File: src/rtl/dmem_access_ctrl_if.sv
// Data-bus interface between dmem_access_ctrl (master) and the data memory or
// interconnect (slave). Request/grant handshake plus a separate response phase
// that returns rvalid for both reads and writes.
interface dmem_access_ctrl_if;
  logic        dbus_req_o;
  logic        dbus_we_o;
  logic [31:0] dbus_addr_o;
  logic [31:0] dbus_wdata_o;
  logic [3:0]  dbus_be_o;
  logic        dbus_gnt_i;
  logic        dbus_rvalid_i;
  logic [31:0] dbus_rdata_i;
  logic        dbus_err_i;

  modport master (
    output dbus_req_o,
    output dbus_we_o,
    output dbus_addr_o,
    output dbus_wdata_o,
    output dbus_be_o,
    input  dbus_gnt_i,
    input  dbus_rvalid_i,
    input  dbus_rdata_i,
    input  dbus_err_i
  );

  modport slave (
    input  dbus_req_o,
    input  dbus_we_o,
    input  dbus_addr_o,
    input  dbus_wdata_o,
    input  dbus_be_o,
    output dbus_gnt_i,
    output dbus_rvalid_i,
    output dbus_rdata_i,
    output dbus_err_i
  );
endinterface

File: src/rtl/dmem_access_ctrl.sv
// MEM-stage data-memory access sequencer. Latches one load/store from the MEM
// stage, issues it on the data bus, stalls the pipeline until the response (or
// a timeout) and returns the raw read word to the LSU.
// Optional build macro DMEM_ACCESS_STATS_EN adds transaction/stall counters.
module dmem_access_ctrl #(
  parameter int unsigned TIMEOUT_CYCLES = 255  // must be >= 2
) (
  input  logic        clk,
  input  logic        arst_n,
  // MEM stage side
  input  logic        mem_req_i,
  input  logic        mem_we_i,
  input  logic [31:0] mem_addr_i,
  input  logic [31:0] mem_wdata_i,
  input  logic [3:0]  mem_be_i,
  output logic        stall_o,
  output logic        mem_done_o,
  output logic [31:0] mem_rdata_o,
  output logic        mem_err_o,
`ifdef DMEM_ACCESS_STATS_EN
  output logic [31:0] stat_txn_o,
  output logic [31:0] stat_stall_o,
`endif
  // Data bus side
  dmem_access_ctrl_if.master dbus
);

  localparam int unsigned CntW = $clog2(TIMEOUT_CYCLES + 1);
  // Last count value that still allows a response; reaching it without one times out.
  localparam logic [CntW-1:0] CntLast = CntW'(TIMEOUT_CYCLES - 1);

  typedef enum logic [1:0] {StIdle, StReq, StWait, StDone} state_e;

  state_e          r_state;
  state_e          w_state_nxt;
  logic [CntW-1:0] r_cnt;
  logic [CntW-1:0] w_cnt_nxt;

  logic            r_we;
  logic [31:0]     r_addr;
  logic [31:0]     r_wdata;
  logic [3:0]      r_be;
  logic [31:0]     r_rdata;
  logic            r_err;

  logic            w_latch;
  logic            w_capture;
  logic [31:0]     w_cap_rdata;
  logic            w_cap_err;

  // Next-state, timeout counting and capture decisions.
  always_comb begin
    w_state_nxt = r_state;
    w_cnt_nxt   = r_cnt;
    w_latch     = 1'b0;
    w_capture   = 1'b0;
    w_cap_rdata = '0;
    w_cap_err   = 1'b0;
    unique case (r_state)
      StIdle: begin
        if (mem_req_i) begin
          w_state_nxt = StReq;
          w_latch     = 1'b1;
          w_cnt_nxt   = '0;
        end
      end
      StReq, StWait: begin
        // A response on the final allowed cycle still wins over the timeout.
        if (dbus.dbus_rvalid_i && (r_state == StWait || dbus.dbus_gnt_i)) begin
          w_state_nxt = StDone;
          w_capture   = 1'b1;
          w_cap_rdata = r_we ? 32'h0 : dbus.dbus_rdata_i;
          w_cap_err   = dbus.dbus_err_i;
        end else if (r_cnt == CntLast) begin
          w_state_nxt = StDone;
          w_capture   = 1'b1;
          w_cap_rdata = 32'h0;
          w_cap_err   = 1'b1;
        end else begin
          w_cnt_nxt = r_cnt + CntW'(1);
          if (r_state == StReq && dbus.dbus_gnt_i) begin
            w_state_nxt = StWait;
          end
        end
      end
      StDone: begin
        w_state_nxt = StIdle;
      end
      default: begin
        w_state_nxt = StIdle;
      end
    endcase
  end

  // State register and timeout counter.
  always_ff @(posedge clk or negedge arst_n) begin
    if (!arst_n) begin
      r_state <= StIdle;
      r_cnt   <= '0;
    end else begin
      r_state <= w_state_nxt;
      r_cnt   <= w_cnt_nxt;
    end
  end

  // Request fields, sampled only when leaving IDLE so MEM-stage changes while busy are ignored.
  always_ff @(posedge clk or negedge arst_n) begin
    if (!arst_n) begin
      r_we    <= 1'b0;
      r_addr  <= '0;
      r_wdata <= '0;
      r_be    <= '0;
    end else if (w_latch) begin
      r_we    <= mem_we_i;
      r_addr  <= mem_addr_i & 32'hFFFF_FFFC;
      r_wdata <= mem_wdata_i;
      r_be    <= mem_be_i;
    end
  end

  // Completion result, held until the next completion.
  always_ff @(posedge clk or negedge arst_n) begin
    if (!arst_n) begin
      r_rdata <= '0;
      r_err   <= 1'b0;
    end else if (w_capture) begin
      r_rdata <= w_cap_rdata;
      r_err   <= w_cap_err;
    end
  end

  // Outputs decoded from registered state; stall in IDLE follows the incoming request.
  always_comb begin
    stall_o    = (r_state == StIdle) ? mem_req_i : (r_state != StDone);
    mem_done_o = (r_state == StDone);
  end

  assign mem_rdata_o       = r_rdata;
  assign mem_err_o         = r_err;
  assign dbus.dbus_req_o   = (r_state == StReq);
  assign dbus.dbus_we_o    = r_we;
  assign dbus.dbus_addr_o  = r_addr;
  assign dbus.dbus_wdata_o = r_wdata;
  assign dbus.dbus_be_o    = r_be;

`ifdef DMEM_ACCESS_STATS_EN
  logic [31:0] r_stat_txn;
  logic [31:0] r_stat_stall;

  // Free-running wrap-around counters of completions and stall cycles.
  always_ff @(posedge clk or negedge arst_n) begin
    if (!arst_n) begin
      r_stat_txn   <= '0;
      r_stat_stall <= '0;
    end else begin
      if (r_state == StDone) r_stat_txn <= r_stat_txn + 32'd1;
      if (stall_o)           r_stat_stall <= r_stat_stall + 32'd1;
    end
  end

  assign stat_txn_o   = r_stat_txn;
  assign stat_stall_o = r_stat_stall;
`endif

endmodule

File: src/flat_wrapper.sv
// flat-port wrapper written by rule: the top's interface ports become plain ports
module dmem_access_ctrl_flat 
#(
  parameter int unsigned TIMEOUT_CYCLES = 255                 
)
  (clk, arst_n, mem_req_i, mem_we_i, mem_addr_i, mem_wdata_i, mem_be_i, stall_o, mem_done_o, mem_rdata_o, mem_err_o, dbus_dbus_req_o, dbus_dbus_we_o, dbus_dbus_addr_o, dbus_dbus_wdata_o, dbus_dbus_be_o, dbus_dbus_gnt_i, dbus_dbus_rvalid_i, dbus_dbus_rdata_i, dbus_dbus_err_i);
  dmem_access_ctrl_if dbus_i ();
  input  logic clk;
  input  logic arst_n;
  input  logic mem_req_i;
  input  logic mem_we_i;
  input  logic [31:0] mem_addr_i;
  input  logic [31:0] mem_wdata_i;
  input  logic [3:0] mem_be_i;
  output logic stall_o;
  output logic mem_done_o;
  output logic [31:0] mem_rdata_o;
  output logic mem_err_o;
  output wire logic [$bits(dbus_i.dbus_req_o)-1:0] dbus_dbus_req_o;
  output wire logic [$bits(dbus_i.dbus_we_o)-1:0] dbus_dbus_we_o;
  output wire logic [$bits(dbus_i.dbus_addr_o)-1:0] dbus_dbus_addr_o;
  output wire logic [$bits(dbus_i.dbus_wdata_o)-1:0] dbus_dbus_wdata_o;
  output wire logic [$bits(dbus_i.dbus_be_o)-1:0] dbus_dbus_be_o;
  input wire logic [$bits(dbus_i.dbus_gnt_i)-1:0] dbus_dbus_gnt_i;
  input wire logic [$bits(dbus_i.dbus_rvalid_i)-1:0] dbus_dbus_rvalid_i;
  input wire logic [$bits(dbus_i.dbus_rdata_i)-1:0] dbus_dbus_rdata_i;
  input wire logic [$bits(dbus_i.dbus_err_i)-1:0] dbus_dbus_err_i;
  assign dbus_dbus_req_o = dbus_i.dbus_req_o;
  assign dbus_dbus_we_o = dbus_i.dbus_we_o;
  assign dbus_dbus_addr_o = dbus_i.dbus_addr_o;
  assign dbus_dbus_wdata_o = dbus_i.dbus_wdata_o;
  assign dbus_dbus_be_o = dbus_i.dbus_be_o;
  assign dbus_i.dbus_gnt_i = dbus_dbus_gnt_i;
  assign dbus_i.dbus_rvalid_i = dbus_dbus_rvalid_i;
  assign dbus_i.dbus_rdata_i = dbus_dbus_rdata_i;
  assign dbus_i.dbus_err_i = dbus_dbus_err_i;
  dmem_access_ctrl #(.TIMEOUT_CYCLES(TIMEOUT_CYCLES)) u_core (.clk(clk), .arst_n(arst_n), .mem_req_i(mem_req_i), .mem_we_i(mem_we_i), .mem_addr_i(mem_addr_i), .mem_wdata_i(mem_wdata_i), .mem_be_i(mem_be_i), .stall_o(stall_o), .mem_done_o(mem_done_o), .mem_rdata_o(mem_rdata_o), .mem_err_o(mem_err_o), .dbus(dbus_i));
endmodule
File: config.mk
export PLATFORM = sky130hd
export DESIGN_NAME = dmem_access_ctrl_flat
export DESIGN_NICKNAME = d
export VERILOG_FILES = /design/src/rtl/dmem_access_ctrl_if.sv /design/src/rtl/dmem_access_ctrl.sv /design/src/flat_wrapper.sv
export SDC_FILE = /design/constraint.sdc
export NUM_CORES = 1
export LEC_CHECK = 0
export CORE_ASPECT_RATIO = 1.75
export CORE_MARGIN = 2
export CORE_UTILIZATION = 40
export CTS_CLUSTER_DIAMETER = 60
export DETAILED_ROUTE_END_ITERATION = 8
export MAX_ROUTING_LAYER = met4
export PLACE_DENSITY = 0.77
export SYNTH_ARGS = -nofsm -noshare
export SYNTH_HDL_FRONTEND = slang
export SYNTH_SLANG_ARGS = --single-unit
File: constraint.sdc
create_clock -name clk -period 2.8 [get_ports clk]
set_clock_uncertainty 0.15 [all_clocks]
set_input_delay 0.56 -clock clk [delete_from_list [all_inputs] [get_ports clk]]
set_output_delay 0.56 -clock clk [all_outputs]
set_load 0.02 [all_outputs]
==> results of run 1 <==
==> area by class of cell <==
type                            count  area [um2]  share of cell area
Multi-Input combinational cell    160        1450              0.2123
Sequential cell                   110        2753              0.4030
Inverter                            7       26.28            0.003847
Timing Repair Buffer              212        2120              0.3103
Tap cell                          130       162.7             0.02381
Clock buffer                       11       252.7             0.03700
Clock inverter                      5       66.31            0.009709
==> power by group <==
part           internal, uW  total (uW)  leakage [uW]  switching, uW
clock                   752        1320      0.000154            567
sequential             2360        2790       0.00134            437
combinational          2180        4180       0.00143           2000
total                  5280        8290       0.00292           3000
==> state kept, by name (all words and copies together) (netlist names) <==
register / cells
u_core.r_state: 2
u_core.mem_err_o: 1
u_core.r_cnt: 8
u_core.dbus.dbus_be_o: 4
u_core.mem_rdata_o: 32
u_core.dbus.dbus_addr_o: 30
u_core.dbus.dbus_we_o: 1
u_core.dbus.dbus_wdata_o: 32
==> worst max-delay path, delay by kind of cell <==
family	cells	cell delay, ps
AO/OA/AOI/OAI	1	70
AND/OR/NAND/NOR	1	70
buffers and inverters	2	1190
==> routing by layer <==
metal / vias to the layer above / wire length (um)
met5: - / 0
met2: 138 / 5788
met1: 1545 / 3903
li1: 1469 / -
met4: 0 / 352
met3: 22 / 767
==> per-stage QoR <==
stage               hold slack [ps]  std cells  instance area (um2)
global placement              336.6        619                 6511
detailed placement            340.7        619                 6511
finish                        43.73        635                 6830
global route                  91.49        635                 6830
CTS                           63.96        635                 6830
floorplan                     114.4        295                 4308
==> worst paths after layout <==
kind,start,to,slack (ps),depth (start not counted)
min in group clk,u_core.dbus.dbus_be_o[0],u_core.dbus.dbus_be_o[0],350,1
hold / removal,arst_n,u_core.dbus.dbus_wdata_o[2],40,1
setup / recovery,mem_req_i,stall_o,200,4
max in group asynchronous,arst_n,u_core.r_cnt[6],1750,2
setup reg to reg,u_core.r_state[0],u_core.r_cnt[6],300,6
hold reg to reg,u_core.dbus.dbus_be_o[0],u_core.dbus.dbus_be_o[0],350,1
==> placed cells by master, fill, tap and decap left out, types with 2 or more instances in the layout <==
cell and count:
a21oi_1 2, mux2i_1 2, clkbuf_8 2, mux2_2 68
ha_1 6, inv_1 7, buf_4 5, dfrtp_1 110
conb_1 2, nand2_1 9, clkinv_4 2, clkbuf_16 9
nand3_1 9, clkdlybuf4s50_1 206, or4_1 5, a22o_1 32
and4_1 2, o211ai_1 4, o21ai_0 4
==> cells by family (layout without fill, tap and decap cells) <==
family	count (synthesis)	in the layout	share of synthesized area
muxes	70	70	0.1826
DFF	110	110	0.6395
and+or+nand+nor	33	33	0.04186
adders and majority gates	6	6	0.01744
AOI/OAI and AO/OA	49	49	0.09128
buffers and inverters	25	235	0.02645
other	1	2	0.0008713
==> results.cfg, run 1 <==
[layout]
final_util = 0.6460
num-fill-cells = 794
diodes = 0
area_growth_pct = 58.69
fin_nets = 613
layout-drive-gt1-share = 0.1861

[route]
vias_per_cell = 4.998
first_pass_iters = 4
post_drt_wl_per_cell_um = 17.03
first_iter_violations = 79
vias = 3174
drc = 0
antenna_left = 0
wl_um = 10810

[cts]
cts-root-buf = clkbuf_16
clock_sinks = 110
cts_buffer_depth = 2
cts_tree = built
clock_latency_ps = 330
hold_buffers = 0
numCtsBuffers = 9
postCtsSetupRepairBufs = 0
htreeDepth = 3
cts_resized = 0
clk_pin_slew_ps = 70

[sta]
worstMarginPinSlew_ps = 825.0
max_freq_mhz = 383.9
post-route-period-util = 0.9303
fin_crit_ps = 2605
rsz0062_at_grt = false
slew_headroom = 0.4500
fin_ws_ps = 195.2
report.final.slew_viol_count = 0
hold_violations = 0
setup_viol = 0
setup_tns_ps = 0

[run]
maxCapViolCount = 0

[setup_path]
slowest_stage = clkdlybuf4s50_1
path_max_fanout = 3
worstPathCellList = clkdlybuf4s50_1 > nand2_2 > o21ai_0 > clkdlybuf4s50_1
crit_required_ps = 2090
worstPathArrival_ps = 1890
startpoint_type = input pin
max_stage_delay_ps = 660
crit_top_cell = clkdlybuf4s50_1
endpoint_kind = output pin
worstSetupPathType = input pin to output pin

[global_routing]
grt_usage = 0.1933
grt.met1_usage = 0.2158
grt.busiest_layer = met2
grt_pass1_wl_um = 16620
grtUsageMet2 = 0.3289
antenna_found_initial = 0
overflow = 0
grt_max_degree = 68
grt_use_met3 = 0.03713
grt_pass1_vias = 3346

[place]
preCtsSetupSlack_ps = 189.1
gp_congestion = 0.8015
dpl.hpwl_um = 8122
port_buffers = 207

[synth]
synth_edf_count = 0
synthesis.instances = 294
syn_area_um2 = 4304
synth.distinct_cells = 31
yosys.cell_count.top_type = dfrtp_1
async_reset_ff_frac = 1.000
synth_ff_type = dfrtp_1
synth_seq_area_share = 0.6395
yosys.area.top_type_share = 0.6395
yosys_warnings = 0
avgSynthCellArea_um2 = 14.64
yosys.area.top_type = dfrtp_1
synth_top_cells_by_count = dfrtp_1, mux2_2, a22o_1, nand2_1, nand3_1
synth_seq_cells = 110
yosys-top-cells-area = dfrtp_1, mux2_2, a22o_1

[power]
p_leak_uw = 0.002920
ir_drop_mv = 0.6694
p_total_uw = 8289
powerDensity_nw_per_um2 = 1214

[floorplanning]
start_util = 0.4071
die_w_um = 82.42
coreArea_um2 = 10570
io_pins = 212
die_h_um = 141.2
placement_rows = 50
dieArea_um2 = 11640

[worst_hold_path]
hold_class = input pin to async pin

[outcome]
status = complete, no violations
No activity file was read; power rests on OpenSTA's default activity.
==> inputs of run 2 (changes only) <==
CORE_ASPECT_RATIO = 0.8   (was 1.75)
==> results.cfg, run 2 (synthesized netlist as in run 1, its figures left out) <==
[cts]
cts_tree = built
numCtsBuffers = 9
cts-root-buf = clkbuf_16
clock_latency_ps = 330
clk_pin_slew_ps = 70
postCtsSetupRepairBufs = 0
cts_resized = 0
clock_sinks = 110
cts_buffer_depth = 2
htreeDepth = 3
hold_buffers = 0

[route]
antenna_left = 0
first_pass_iters = 4
first_iter_violations = 183
vias = 3135
wl_um = 10870
post_drt_wl_per_cell_um = 16.85
drc = 0
vias_per_cell = 4.860

[sta]
fin_crit_ps = 2599
setup_viol = 0
max_freq_mhz = 384.8
rsz0062_at_grt = false
slew_headroom = 0.1402
setup_tns_ps = 0
hold_violations = 0
post-route-period-util = 0.9281
worstMarginPinSlew_ps = 1288
report.final.slew_viol_count = 0

[floorplanning]
coreArea_um2 = 10360
dieArea_um2 = 11610
die_w_um = 120.0
start_util = 0.4153
io_pins = 212
placement_rows = 33
die_h_um = 96.78

[setup_path]
startpoint_type = input pin
worstSetupPathType = input pin to output pin
crit_required_ps = 2090
endpoint_kind = output pin
worstPathArrival_ps = 1890
path_max_fanout = 3
reg2reg_depth = 5

[layout]
num-fill-cells = 781
diodes = 0
multi_input_area_um2 = 1450
mostFrequentLayoutCells = clkdlybuf4s50_1, dfrtp_1, mux2_2
fin_nets = 613
fin_area_um2 = 6814
regArea_um2 = 2753
area_growth_pct = 58.31
layout-drive-gt1-share = 0.1861
final_common_cell = clkdlybuf4s50_1

[place]
port_buffers = 207
dpl-instance-area_um2 = 6524
gp_congestion = 0.8134
dpl.hpwl_um = 8041

[run]
maxCapViolCount = 0

[power]
comb_power_share = 0.511
p_total_uw = 8225
p_sw_uw = 3036
ir_drop_mv = 0.5398
p_int_uw = 5189
power_frac_clock = 0.150
p_seq_frac = 0.339
powerDensity_nw_per_um2 = 1207
netSwitchingFraction = 0.3691
p_leak_uw = 0.002911

[worst_hold_path]
hold_class = input pin to async pin

[global_routing]
grt_pass1_wl_um = 17580
antenna_found_initial = 0
grt_pass1_vias = 3319
overflow = 0
grt_usage = 0.1954
grt_max_degree = 68

[outcome]
status = complete, no violations
-- run 2: per-stage QoR --
stage	util	hold WS, ps	setup WS (ps)	std cells
2_1_floorplan	-	114.4	457.4	295
3_3_place_gp	0.6295	335.2	105.4	629
3_5_place_dp	0.6295	341.5	5.137	629
4_1_cts	0.6575	86.92	198.8	645
5_1_grt	0.6575	100.9	48.94	645
6_report	0.6575	64.41	201.2	645
-- run 2: cell type report --
type,instances,area share
flip-flops and latches,110,0.4040
repair buffers,212,0.3111
multi-input cells,160,0.2128
clock buffers,10,0.03507
well taps,140,0.02571
clock inverters,6,0.007528
inverters,7,0.003856
-- run 2: power groups by stage --
stage / logic (uW) / clock network, uW / registers, uW
final: 4200 / 1240 / 2790
after global routing: 4460 / 1330 / 2900
after CTS: 4250 / 1270 / 2790
after detailed placement: 4250 / 0 / 2810
after global placement: 4140 / 0 / 2770
after floorplan: 1420 / 0 / 3620
-- run 2: worst max-delay path, cell delays in order --
cell and delay, ps:
clkdlybuf4s50_1 540, nand2_2 80, o21ai_0 70, clkdlybuf4s50_1 630
-- run 2: final timing paths --
check / slack (ps) / endpoint / from
min in group clk: 350 / u_core.mem_rdata_o[28] / u_core.mem_rdata_o[28]
min: 60 / u_core.dbus.dbus_wdata_o[28] / arst_n
max reg2reg: 250 / u_core.mem_rdata_o[9] / u_core.r_state[0]
max in group asynchronous: 1680 / u_core.dbus.dbus_wdata_o[0] / arst_n
min reg2reg: 350 / u_core.mem_rdata_o[28] / u_core.mem_rdata_o[28]
max: 200 / stall_o / mem_req_i
-- run 2: routing by layer --
metal / routed length, um / global-route usage
met5: 0 / -
met4: 70 / 0.02896
met3: 763 / 0.04953
met2: 5385 / 0.3274
met1: 4650 / 0.2455
